$ cat src/rtl/uart_ctrl_pkg.sv
// Shared encodings for the digest-to-UART sequencer: FSM states and ASCII constants.
package uart_ctrl_pkg;
  localparam logic [1:0] S_IDLE      = 2'd0;
  localparam logic [1:0] S_LOAD      = 2'd1;
  localparam logic [1:0] S_WAIT_DONE = 2'd2;
  localparam logic [1:0] S_WAIT_REL  = 2'd3;

  localparam logic [7:0] ASCII_CR = 8'h0D;
  localparam logic [7:0] ASCII_LF = 8'h0A;
  localparam logic [7:0] ASCII_0  = 8'h30;
  localparam logic [7:0] ASCII_A  = 8'h41;

  typedef enum logic [1:0] {
    IDLE      = S_IDLE,
    LOAD      = S_LOAD,
    WAIT_DONE = S_WAIT_DONE,
    WAIT_REL  = S_WAIT_REL
  } state_t;
endpackage

$ cat src/rtl/uart_digest_sender_if.sv
// Byte-level handshake between the digest sequencer and the UART transmitter.
interface uart_digest_sender_if;
  logic       Tx_DV_out;
  logic [7:0] Tx_Byte_out;
  logic       Tx_Done_in;

  modport master (output Tx_DV_out, output Tx_Byte_out, input Tx_Done_in);
  modport slave  (input Tx_DV_out, input Tx_Byte_out, output Tx_Done_in);
endinterface

$ cat src/rtl/uart_digest_sender_nibble_to_ascii.sv
// Maps one 4-bit value to its upper-case ASCII hex character.
module nibble_to_ascii
  import uart_ctrl_pkg::*;
(
  input  logic [3:0] nib,
  output logic [7:0] chr
);
  always_comb begin
    if (nib < 4'd10) chr = ASCII_0 + {4'h0, nib};
    else             chr = ASCII_A + {4'h0, nib} - 8'd10;
  end
endmodule

$ cat src/rtl/uart_digest_sender.sv
// Streams a captured digest MSB byte first through the UART byte interface,
// optionally as ASCII hex with a trailing CR LF, pacing on the transmitter done level.
module uart_digest_sender
  import uart_ctrl_pkg::*;
#(
  parameter int NUM_BYTES = 32,
  parameter int ASCII_HEX = 0
) (
  input  logic                   CLK,
  input  logic                   RST_N,
  input  logic                   Start_in,
  input  logic [NUM_BYTES*8-1:0] Digest_in,
  output logic                   Busy_out,
  output logic                   Done_out,
  uart_digest_sender_if.master   tx
);
  localparam int DW    = NUM_BYTES * 8;
  localparam int TOTAL = (ASCII_HEX != 0) ? 2 * NUM_BYTES + 2 : NUM_BYTES;
  localparam int CW    = $clog2(TOTAL + 1);

  state_t          state, state_nxt;
  logic [DW-1:0]   digest_q, src;
  logic [CW-1:0]   char_cnt, cnt_inc, idx_nxt;
  logic [7:0]      byte_q, char_nxt;
  logic            done_q, done_nxt, adv, last;

  assign cnt_inc = char_cnt + 1'b1;
  assign last    = (char_cnt == CW'(TOTAL - 1));

  // The character register is loaded on the edge entering LOAD, so it is
  // computed from the values that will hold in LOAD: on a start that is the
  // raw input digest at index 0, otherwise the stored digest at count+1.
  assign src     = (state == IDLE) ? Digest_in : digest_q;
  assign idx_nxt = (state == IDLE) ? '0 : cnt_inc;

  generate
    if (ASCII_HEX != 0) begin : g_hex
      logic [7:0] byte_sel, hex_chr;
      logic [3:0] nib;
      assign byte_sel = src[(NUM_BYTES - 1 - int'(idx_nxt >> 1)) * 8 +: 8];
      assign nib      = idx_nxt[0] ? byte_sel[3:0] : byte_sel[7:4];
      nibble_to_ascii u_n2a (.nib(nib), .chr(hex_chr));
      assign char_nxt = (idx_nxt == CW'(2 * NUM_BYTES))     ? ASCII_CR :
                        (idx_nxt == CW'(2 * NUM_BYTES + 1)) ? ASCII_LF : hex_chr;
    end else begin : g_raw
      assign char_nxt = src[(NUM_BYTES - 1 - int'(idx_nxt)) * 8 +: 8];
    end
  endgenerate

  always_ff @(posedge CLK) begin
    if (!RST_N) begin
      state    <= IDLE;
      digest_q <= '0;
      char_cnt <= '0;
      byte_q   <= '0;
      done_q   <= 1'b0;
    end else begin
      state  <= state_nxt;
      done_q <= done_nxt;
      if (state == IDLE && Start_in) begin
        digest_q <= Digest_in;
        char_cnt <= '0;
      end else if (adv) begin
        char_cnt <= cnt_inc;
      end
      if (state_nxt == LOAD) byte_q <= char_nxt;
    end
  end

  always_comb begin
    state_nxt = state;
    done_nxt  = 1'b0;
    adv       = 1'b0;
    case (state)
      IDLE:      if (Start_in) state_nxt = LOAD;
      LOAD:      state_nxt = WAIT_DONE;
      WAIT_DONE: if (tx.Tx_Done_in) state_nxt = WAIT_REL;
      // Done stays high through the transmitter's cleanup cycle; a new
      // data-valid is only safe once it has dropped.
      WAIT_REL: begin
        if (!tx.Tx_Done_in) begin
          adv = 1'b1;
          if (last) begin
            done_nxt  = 1'b1;
            state_nxt = IDLE;
          end else begin
            state_nxt = LOAD;
          end
        end
      end
      default:   state_nxt = IDLE;
    endcase
  end

  assign tx.Tx_DV_out   = (state == LOAD);
  assign tx.Tx_Byte_out = byte_q;
  assign Busy_out       = (state != IDLE);
  assign Done_out       = done_q;
endmodule

$ cat src/flat_wrapper.sv
// flat-port wrapper written by rule: the top's interface ports become plain ports
module uart_digest_sender_flat import uart_ctrl_pkg::*;
#(
  parameter int NUM_BYTES = 32,
  parameter int ASCII_HEX = 0
)
  (CLK, RST_N, Start_in, Digest_in, Busy_out, Done_out, tx_Tx_DV_out, tx_Tx_Byte_out, tx_Tx_Done_in);
  uart_digest_sender_if tx_i ();
  input  logic CLK;
  input  logic RST_N;
  input  logic Start_in;
  input  logic [NUM_BYTES*8-1:0] Digest_in;
  output logic Busy_out;
  output logic Done_out;
  output wire logic [$bits(tx_i.Tx_DV_out)-1:0] tx_Tx_DV_out;
  output wire logic [$bits(tx_i.Tx_Byte_out)-1:0] tx_Tx_Byte_out;
  input wire logic [$bits(tx_i.Tx_Done_in)-1:0] tx_Tx_Done_in;
  assign tx_Tx_DV_out = tx_i.Tx_DV_out;
  assign tx_Tx_Byte_out = tx_i.Tx_Byte_out;
  assign tx_i.Tx_Done_in = tx_Tx_Done_in;
  uart_digest_sender #(.NUM_BYTES(NUM_BYTES), .ASCII_HEX(ASCII_HEX)) u_core (.CLK(CLK), .RST_N(RST_N), .Start_in(Start_in), .Digest_in(Digest_in), .Busy_out(Busy_out), .Done_out(Done_out), .tx(tx_i));
endmodule
$ cat config.mk
export PLATFORM = sky130hd
export DESIGN_NAME = uart_digest_sender_flat
export DESIGN_NICKNAME = d
export VERILOG_FILES = /design/src/rtl/uart_ctrl_pkg.sv /design/src/rtl/uart_digest_sender_if.sv /design/src/rtl/uart_digest_sender_nibble_to_ascii.sv /design/src/rtl/uart_digest_sender.sv /design/src/flat_wrapper.sv
export SDC_FILE = /design/constraint.sdc
export NUM_CORES = 1
export LEC_CHECK = 0
export BUFFER_PORTS_ARGS = -buffer_cell sky130_fd_sc_hd__buf_2
export CORE_ASPECT_RATIO = 1.2
export CORE_MARGIN = 4
export CORE_UTILIZATION = 55
export DETAILED_ROUTE_END_ITERATION = 7
export HOLD_SLACK_MARGIN = 0.12
export PLACE_DENSITY_LB_ADDON = 0.08
export SYNTH_ARGS = -nofsm -noshare
export SYNTH_HDL_FRONTEND = slang
export SYNTH_HIERARCHICAL = 1
export SYNTH_SLANG_ARGS = --single-unit
$ cat constraint.sdc
create_clock -name CLK -period 3.1 [get_ports CLK]
set_input_delay 0.62 -clock CLK [delete_from_list [all_inputs] [get_ports CLK]]
set_output_delay 0.62 -clock CLK [all_outputs]
set_load 0.02 [all_outputs]
# Yosys cells after proc, flatten, opt, wreduce, memory -nomap -nowiden
# Index checks and enable logic that the tools add are counted.
[classes] magnitude_cmp=0 mul=0 n_mux=10 n_eq_ne=5 addsub=2 n_reduce_logical=5 div=0 bitwise=2 n_shift=1
[ops] op="$mux W256" count=1
[ops] op="$shiftx A256 B32 Y8" count=1
[ops] op="$pmux W2 S4" count=1
[ops] op="$sub A5 B6 Y7 const A" count=1
[ops] op="$add A6 B1 Y6 const B" count=1
[ops] op="$eq A6 B5 Y1 const B" count=1
[ops] op="$mux W2" count=3
[ops] op="$mux W6" count=1
[ops] op="$eq A2 B1 Y1 const B" count=2
[ops] op="$eq A2 B2 Y1 const B" count=2
[ops] op="$mux W1" count=4
[ops] op="$reduce_or A3 Y1" count=1
[ops] op="$logic_not A2 Y1" count=1
[ops] op="$not A1 Y1" count=2
[ops] op="$reduce_bool A2 Y1" count=1
[ops] op="$reduce_or A2 Y1" count=1
[ops] op="$logic_and A1 B1 Y1" count=1
[totals] regBits=273 ramBits=0 out_inout_bits=11 n_memories=0 wordCells=30 latch_bits=0 romBits=0

# Logic depth before layout (Yosys ltp)
# Gate-level depths: netlist of the first run.
[logic_depth] depth_word=5 depth_mapped=10 ltp_nobuf=7

# Worst setup path after synthesis of the first run
# No wires, ideal clock.
[synth_path] path_type="reg2reg" start="reg u_core.char_cnt[1]" end="reg u_core.byte_q[0], in the netlist u_core/tx.Tx_Byte_out[0]" slack_ns=0.806 n_path_buf=2 setup_time_ns=0.117 path_stages_with_launch=9 t_arrival_ns=2.176 required_time_ns=2.983 path_cell_list="dfxtp_1 > ha_1 > buf_4 > buf_2 > mux4_2 > mux2i_1 > o32ai_1 > a221o_1 > a32o_1"
[synth_rtl] item="start, declared" line="uart_digest_sender.sv:23" rtl="logic [CW-1:0] char_cnt, cnt_inc, idx_nxt;"
[synth_rtl] item="start signal, assigned" line="uart_digest_sender.sv:64" rtl="char_cnt <= cnt_inc;"
[synth_rtl] item="$add A6 B1 Y6" line="uart_digest_sender.sv:27" rtl="assign cnt_inc = char_cnt + 1'b1;"
[synth_rtl] item="named net u_core.cnt_inc[1]" line="uart_digest_sender.sv:23"
[synth_rtl] item="$mux W6" line="uart_digest_sender.sv:34" rtl="assign idx_nxt = (state == IDLE) ? '0 : cnt_inc;"
[synth_rtl] item="$sub A5 B6 Y7" line="uart_digest_sender.sv:46" rtl="assign char_nxt = src[(NUM_BYTES - 1 - int'(idx_nxt)) * 8 +: 8];"
[synth_rtl] item="$shiftx A256 B32 Y8" line="uart_digest_sender.sv:46"
[synth_rtl] item="end signal, assigned" line="uart_digest_sender.sv:66" rtl="if (state_nxt == LOAD) byte_q <= char_nxt;"
[synth_rtl] item="end, declared" line="uart_digest_sender.sv:24" rtl="logic [7:0] byte_q, char_nxt;"
# The timed path passes the listed nets, and every way through them passes these cells.
# A chain may end at the register's enable or synchronous reset.

# Worst setup path after layout of the first run
[layout_path] start="reg u_core.char_cnt[0]" end="reg u_core.byte_q[7], in the netlist u_core/tx.Tx_Byte_out[7]"
[layout_between] elab_chain_len=5
[layout_rtl] item="branches (longest 5 deep; another with $sub A5 B6 Y7)"
# Parallel ways; which one is timed is not known.

==> impl_summary.md, run 1 <==
Setup path
The kind of end point of the critical path is a register. Together, buffers and inverters on the worst path number 1. The data arrival at the endpoint of the critical path is 3270 ps. The largest single stage delay on the critical path is 460 ps. Among cell families on the critical path, the largest total delay comes from compound AO/OA/AOI/OAI gates. The data required time of the critical path is 3580 ps. The maximum fanout encountered on the critical timing path is 87.

For the worst flop-to-flop path, the logic depth is 7. On the critical path, the stage with the largest delay is an instance of buf_12. STA classifies the critical path startpoint as a register. The signal on the critical path passes through buf_12, nand3_1, o21ai_0, nand2_1, a2111oi_0, a221o_1, a32o_1. The number of stages on the worst setup path is 7. The critical path class is reg -> reg.

Placement
Routability-driven placement finished with a final weighted congestion of 0.910. The number of buffer cells added on primary ports is 270. The wire-length estimate of the detail-placed layout is 26000 um.

Die
The starting density of the core is 56.5%. The die outline area is 25800 um^2. The vertical die dimension is 175 um. The standard-cell row count is 60.

The die is 147 um wide. In this run the standard cell core region covers 22700 um^2. During I/O placement, the number of pins put on the boundary was 271.

Synth
Synthesis produced 1490 cells. The complex-gate fraction of the synthesized area is 21.6%. After Yosys synthesis, XOR and XNOR cells account for 0.908% of the synthesized area.

The mux cell area share after synthesis is 11.1%. dfxtp_1 takes more of the synthesized area than any other cell. The number of flops mapped to enable cells by yosys is 0. Of the synthesized area, sequential elements account for 42.7%.

In the synthesized netlist the async set-or-reset flop fraction comes to 0%. In this run the biggest area consumer among cell types represents 42.7% of the synthesized area. For this run, the leading register cell type out of synthesis is dfxtp_1. After synthesis, the largest family of logic cells by area is compound AO/OA/AOI/OAI gates. The adder-cell share of the synthesized area is 0.0976%. The simple-gate share of the synthesized area is 19.0%. The mean instance size in the synthesized netlist is 8.60 um^2. Summing every instance area after synthesis gives 12800 um^2. The yosys synthesis warning count is 6. The synthesized flop and latch total is 273. The post-synthesis net count is 1751. In the post-synthesis netlist, the biggest area contributors are dfxtp_1, nand2_1, a21boi_0, mux4_2, clkbuf_1. The unique cell type count in the Yosys netlist is 53.

STA
The clock arrives with 11.1 ps of skew. Measured against its own limit, the worst slew margin works out to 44.5%. Setup repair after global routing left no endpoint under its margin. Setup violations remaining at the end of the flow were counted as 0.

The final count of hold timing violations is 0. The count of pins over their slew limit is 0. The setup TNS after final layout is 0 ps. After layout, the minimum clock period comes to 2790 ps. The actual slew at the worst max-slew pin is 832 ps. Static timing analysis puts the maximum clock frequency at 359 MHz. The fraction of the cycle the final worst path needs is 89.9%.

Route
The number of design-rule violations left by the first detailed-router iteration is 709. In the routed layout, each cell is associated on average with a via count of 5.51. The first detailed-routing pass ran for 5 iterations. After detailed routing, the number of remaining DRC violations is 0. The detail route stage leaves a number of antenna-violating nets equal to 0. Summed over all layers, the routed wires come to 36400 um. The routed wirelength normalized by instance count is 18.0 um.

The vias after detailed routing is 11100.

GRT
The number of antenna violations at the first check in global routing is 1. The total overflow reported by the global router is 0. In the global route stage, met1 resource usage came out at 34.4%. The fraction of met3 tracks used by global routing is 4.59%.

The global-route wire length before repair is 56500 um. The via count of the first global-routing pass came to 11000. The layer flagged by global routing as most heavily used is met2. The pin count of the biggest net entering global routing is 126.

In the global route stage, met2 resource usage came out at 46.2%. Global routing used 27.1% of the available tracks across all layers.

Finish
Of the cells placed in the final design, the portion with a size suffix greater than 1 is 24.0%. The top cell types in the final layout, fill and taps aside, are nand2_1, dfxtp_1, buf_2. The final layout contains 1950 nets. The repair_antennas step left the layout with diodes totalling 0. The most common cell after layout, fill and taps aside is nand2_1. The layout overhead on the synthesized area is 19.0%. The multi-input combinational cells in the finished layout cover a total of 6780 um^2. Registers take 5470 um^2. The number of filler instances in the final layout is 1970.

Power and ir drop
The total power of the final layout is 8540 uW. The worst-case IR drop observed on VDD is 0.408 mV. The standby leakage power is 0.00593 uW.

The power per cell area is 560 nW/um^2.

Run
The number of max-capacitance violations reported is 0.

Clock network
Counting the buffers created by CTS gives 28. CTS placed an instance of clkbuf_16 at the clock tree root. The post-cts gate resize count is 0. The TritonCTS clock tree is yes. The post-cts hold buffer count is 0. The clock network latency to the later pin of the worst-skew pair is 530 ps. In this run the number of H-tree levels came out at 1.

The clock-pin slew of the registers on the worst-case setup and hold paths is 60 ps. The number of clock sinks seen by CTS is 273. Post-CTS timing repair inserted 0 buffers for setup. In this run the deepest clock path goes through 3 buffers.

Min path
The min-delay analysis places its worst path in the category in -> reg. The depth of the worst hold-timing path is 3.

Outcome
The flow ran to the end, and the final reports show no timing, DRC or antenna violations.
-- registers in the layout, summed over array words and instances (netlist names) --
register               flops
u_core/Done_out            1
u_core/char_cnt            6
u_core/digest_q          256
u_core/state               2
u_core/tx.Tx_Byte_out      8
-- metal layers --
metal	vias up	wire length, um
met5	-	20
met4	2	1470
met3	84	2590
met2	416	17600
met1	5144	14700
li1	5489	-
-- power by group --
group | switching [uW] | total [uW] | leakage (uW) | internal [uW]
clock network | 1360 | 3420 | 0.000473 | 2060
logic | 700 | 1200 | 0.00322 | 502
registers | 155 | 3920 | 0.00224 | 3770
-- synth_stat cells (6+ instances only) --
| master | n |
|---|---|
| nor2_1 | 23 |
| buf_1 | 6 |
| inv_1 | 7 |
| xnor2_1 | 6 |
| a2111oi_0 | 8 |
| a21oi_1 | 25 |
| o21ai_0 | 11 |
| nand2_1 | 553 |
| a31oi_1 | 8 |
| mux2_2 | 10 |
| dfxtp_1 | 273 |
| and2_1 | 8 |
| o22ai_1 | 6 |
| clkbuf_1 | 90 |
| nor3_1 | 6 |
| mux2i_1 | 22 |
| a32o_1 | 7 |
| a21boi_0 | 257 |
| o211ai_1 | 19 |
| mux4_2 | 48 |
| buf_2 | 13 |
| buf_4 | 12 |
| nor2b_1 | 11 |
| and3_1 | 6 |
-- cell type report --
class / count / area share (%)
clock inverter: 9 / 0.640
inverter: 8 / 0.197
multi-input combinational: 1084 / 44.5
timing repair buffer: 294 / 10.7
tap: 310 / 2.54
sequential: 273 / 35.9
clock buffer: 42 / 5.61
-- worst reg2reg max path, stage by stage, from the launching register on --
cell,delay (ps)
dfxtp_4,370
buf_12,460
nand3_1,310
o21ai_0,430
nand2_1,280
a2111oi_0,450
a221o_1,270
a32o_1,170
-- metrics by stage --
stage / setup WS [ps] / util [%] / instance area (um^2) / hold WS, ps / instances
floorplan: 806 / - / 12800 / 439 / 1490
global placement: 439 / 63.0 / 14300 / 446 / 1969
detailed placement: 381 / 63.0 / 14300 / 455 / 1969
CTS: 352 / 67.2 / 15200 / 321 / 2020
global route: 166 / 67.2 / 15200 / 318 / 2020
finish: 312 / 67.2 / 15200 / 332 / 2020
-- path summary, 6_finish.rpt --
check	slack (ps)	to	start
setup / recovery	310	u_core/tx.Tx_Byte_out[7]$_SDFFE_PN0N_	u_core/char_cnt[0]$_SDFFE_PP0P_
hold / removal	330	u_core/digest_q[2]$_SDFFE_PN0P_	Digest_in[2]
setup reg to reg	310	u_core/tx.Tx_Byte_out[7]$_SDFFE_PN0N_	u_core/char_cnt[0]$_SDFFE_PP0P_
hold reg to reg	460	u_core/digest_q[79]$_SDFFE_PN0P_	u_core/digest_q[79]$_SDFFE_PN0P_
-- kinds of logic after synthesis --
kind of cell / after synthesis
and+or+nand+nor: 618
AOI/OAI and AO/OA: 375
DFF: 273
buffers and inverters: 133
muxes: 81
xor gates and xnor gates: 9
adders and majority gates: 1
No activity file was read; power rests on OpenSTA's default activity.
==> run 2, diff against run 1 <==
--- a/config.mk
+++ b/config.mk
@@ -12,6 +12,7 @@
 export DETAILED_ROUTE_END_ITERATION = 7
 export HOLD_SLACK_MARGIN = 0.12
 export PLACE_DENSITY_LB_ADDON = 0.08
+export SETUP_SLACK_MARGIN = 0.4
 export SYNTH_ARGS = -nofsm -noshare
 export SYNTH_HDL_FRONTEND = slang
 export SYNTH_HIERARCHICAL = 1
==> impl_summary.md, run 2 (same netlist as run 1, synthesis figures left out) <==
Outcome
The flow ran to the end, and the final reports show no timing, DRC or antenna violations.

GRT
The total overflow left after global routing is 0. The via count of the first global-routing pass is 11000. The number of antenna violations at the first check in global routing is 1. The global-route wire length before repair is 56900 um.

The pin count of the biggest net entering global routing is 126. In the global route stage, overall resource usage came out at 27.2%.

Power and ir drop
The standby leakage power is 0.00596 uW. The design draws 8550 uW. The power per cell area is 559 nW/um^2. IR analysis of the VDD net gives a maximum drop of 0.409 mV.

Setup path
In this design, the largest share of critical-path delay is due to compound AO/OA/AOI/OAI gates. The data arrival at the endpoint of the critical path is 3030 ps. The worst register-to-register path begins at u_core/state[1]$_SDFF_PN0_.

In this run the register-to-register setup slack is 500 ps. STA classifies the critical path endpoint as a register. The type of origin of the critical path is a register.

The critical path crosses 7 cells after its start point. Of all nets on the critical path, the largest fanout is 26. The critical path buffer and inverter count is 2.

The end of the worst register-to-register path is u_core/tx.Tx_Byte_out[1]$_SDFFE_PN0N_. The cell at the slowest stage of the critical path is dfxtp_1. On the worst path, the slowest cell contributes a delay of 530 ps.

Walking the worst path, the cells encountered are nor2_8, inv_2, buf_4, mux2i_1, o32ai_1, a221o_1, a32o_1. For the worst setup path, the data required time is 3530 ps. The critical path class is reg -> reg. The number of cells traversed by the worst register-to-register path is 7.

Placement
Input and output buffers added on the ports amount to 270. The placed instances occupy a cell area of 14300 um^2. The post-detailed-placement half-perimeter wirelength is 26000 um. The final weighted congestion in routability-driven placement is 0.910.

Min path
The worst hold path terminates at u_core/digest_q[2]$_SDFFE_PN0P_. The depth of the worst hold-timing path is 3. The startpoint of the tightest hold check path is Digest_in[2]. In this run the worst hold path is classified as in -> reg.

STA
The routed design could run at a clock period as short as 2600 ps. Static timing analysis puts the maximum clock frequency at 385 MHz. The count of pins over their slew limit is 0. The fraction of the cycle the final worst path needs is 83.8%. The setup TNS after final layout is 0 ps. In this run the tightest slew margin relative to its limit is 53.0%.

The final count of hold timing violations is 0. Across the routed clock network, the largest skew measured is 12.2 ps. Setup repair after global routing could not meet its margin everywhere. Setup violations remaining at the end of the flow were counted as 0. For the pin with the worst max-slew slack, the measured transition is 702 ps.

Clock network
TritonCTS built the clock tree. The maximum level of the CTS H-tree is 1. Clock-pin slew was measured on the worst setup and hold paths at 60 ps. The number of clock sinks seen by CTS is 273. Buffers inserted during clock tree synthesis total 28.

The clock network latency to the later pin of the worst-skew pair is 530 ps. The clock tree root buffer cell is clkbuf_16. In this run, post-CTS hold repair placed 0 buffers. The deepest clock path buffer count is 3.

Route
The routed wirelength normalized by instance count is 18.4 um. The final route contains 11200 vias. After detailed routing, the number of remaining DRC violations is 0. The via density per instance is 5.55. The post-detailed-route count of antenna-violating nets is 0.

The number of detailed-routing iterations run before antenna repair is 6. The number of design-rule violations left by the first detailed-router iteration is 820. Summed over all layers, the routed wires come to 37100 um.

Finish
The register with the most flip-flops is u_core/digest_q. The post-route cell area is 15300 um^2. The share of layout cells above drive strength 1 is 24.2%. In the layout the commonest cells are nand2_1, dfxtp_1, buf_2. The layout overhead on the synthesized area is 19.4%. Leaving out fill and tap cells, the most frequent cell in the layout is nand2_1. In the final design database the tool counted 1953 nets. The number of flip-flops under the largest register name is 256.

The number of antenna diodes is 0.

Run
Across the run, the number of max-cap violations was 0.

Die
The horizontal die dimension is 147 um. The core footprint is 22700 um^2. Row generation in the floorplan step produced 60 rows. During I/O placement, the number of pins put on the boundary was 271. The starting density of the core is 56.5%.

The floorplan step defined a die boundary enclosing 25800 um^2. The die is 175 um tall.
==> run 2: worst max path at each step <==
stage / from / to / slack [ps]
5_1_grt: u_core/state[1]$_SDFF_PN0_ / u_core/tx.Tx_Byte_out[1]$_SDFFE_PN0N_ / 390
6_report: u_core/state[1]$_SDFF_PN0_ / u_core/tx.Tx_Byte_out[1]$_SDFFE_PN0N_ / 500
3_5_place_dp: u_core/char_cnt[2]$_SDFFE_PP0P_ / u_core/tx.Tx_Byte_out[5]$_SDFFE_PN0N_ / 380
4_1_cts: u_core/char_cnt[0]$_SDFFE_PP0P_ / u_core/tx.Tx_Byte_out[7]$_SDFFE_PN0N_ / 390
3_3_place_gp: u_core/char_cnt[2]$_SDFFE_PP0P_ / u_core/tx.Tx_Byte_out[5]$_SDFFE_PN0N_ / 440
2_1_floorplan: u_core/char_cnt[1]$_SDFFE_PP0P_ / u_core/tx.Tx_Byte_out[0]$_SDFFE_PN0N_ / 810
==> run 2: layer usage <==
metal,share of wire [%],up-vias,GRT usage (%),routed length [um]
met5,0.054,-,0,20
met4,4.4,2,11.4,1640
met3,7.4,98,4.70,2750
met2,48,487,45.9,17800
met1,40,5156,34.5,14900
li1,-,5491,-,-
==> run 2: where the power goes <==
part | total [uW] | switching [uW] | internal (uW)
sequential | 3920 | 155 | 3770
combinational | 1210 | 704 | 503
clock | 3420 | 1360 | 2060
total | 8550 | 2220 | 6330
==> run 2: layout make-up <==
type | instances | area (um^2)
Tap cell | 310 | 388
Sequential cell | 273 | 5470
Inverter | 8 | 30.0
Multi-Input combinational cell | 1085 | 6800
Timing Repair Buffer | 296 | 1670
Clock buffer | 42 | 855
Clock inverter | 9 | 97.6
Fill cell | 1965 | 7370
==> run 2: tightest hold or removal path: cells and delay by family <==
kind | cells | cell delay [ps]
and+or+nand+nor | 1 | 40
buffers and inverters | 1 | 90
AOI/OAI and AO/OA | 1 | 60
==> run 2: per-stage QoR <==
stage / std cells / setup WS, ps / hold WS (ps) / utilization, %
3_3_place_gp: 1969 / 439 / 446 / 63.0
4_1_cts: 2021 / 391 / 321 / 67.3
5_1_grt: 2023 / 388 / 318 / 67.5
2_1_floorplan: 1490 / 806 / 439 / -
3_5_place_dp: 1969 / 381 / 455 / 63.0
6_report: 2023 / 501 / 331 / 67.5
==> run 2: repair_timing <==
item,in CTS,in global routing
gates cloned,1,1
buffers inserted,0,1
pin swaps,1,1
resized for setup,1,0
setup endpoints to repair,3,4
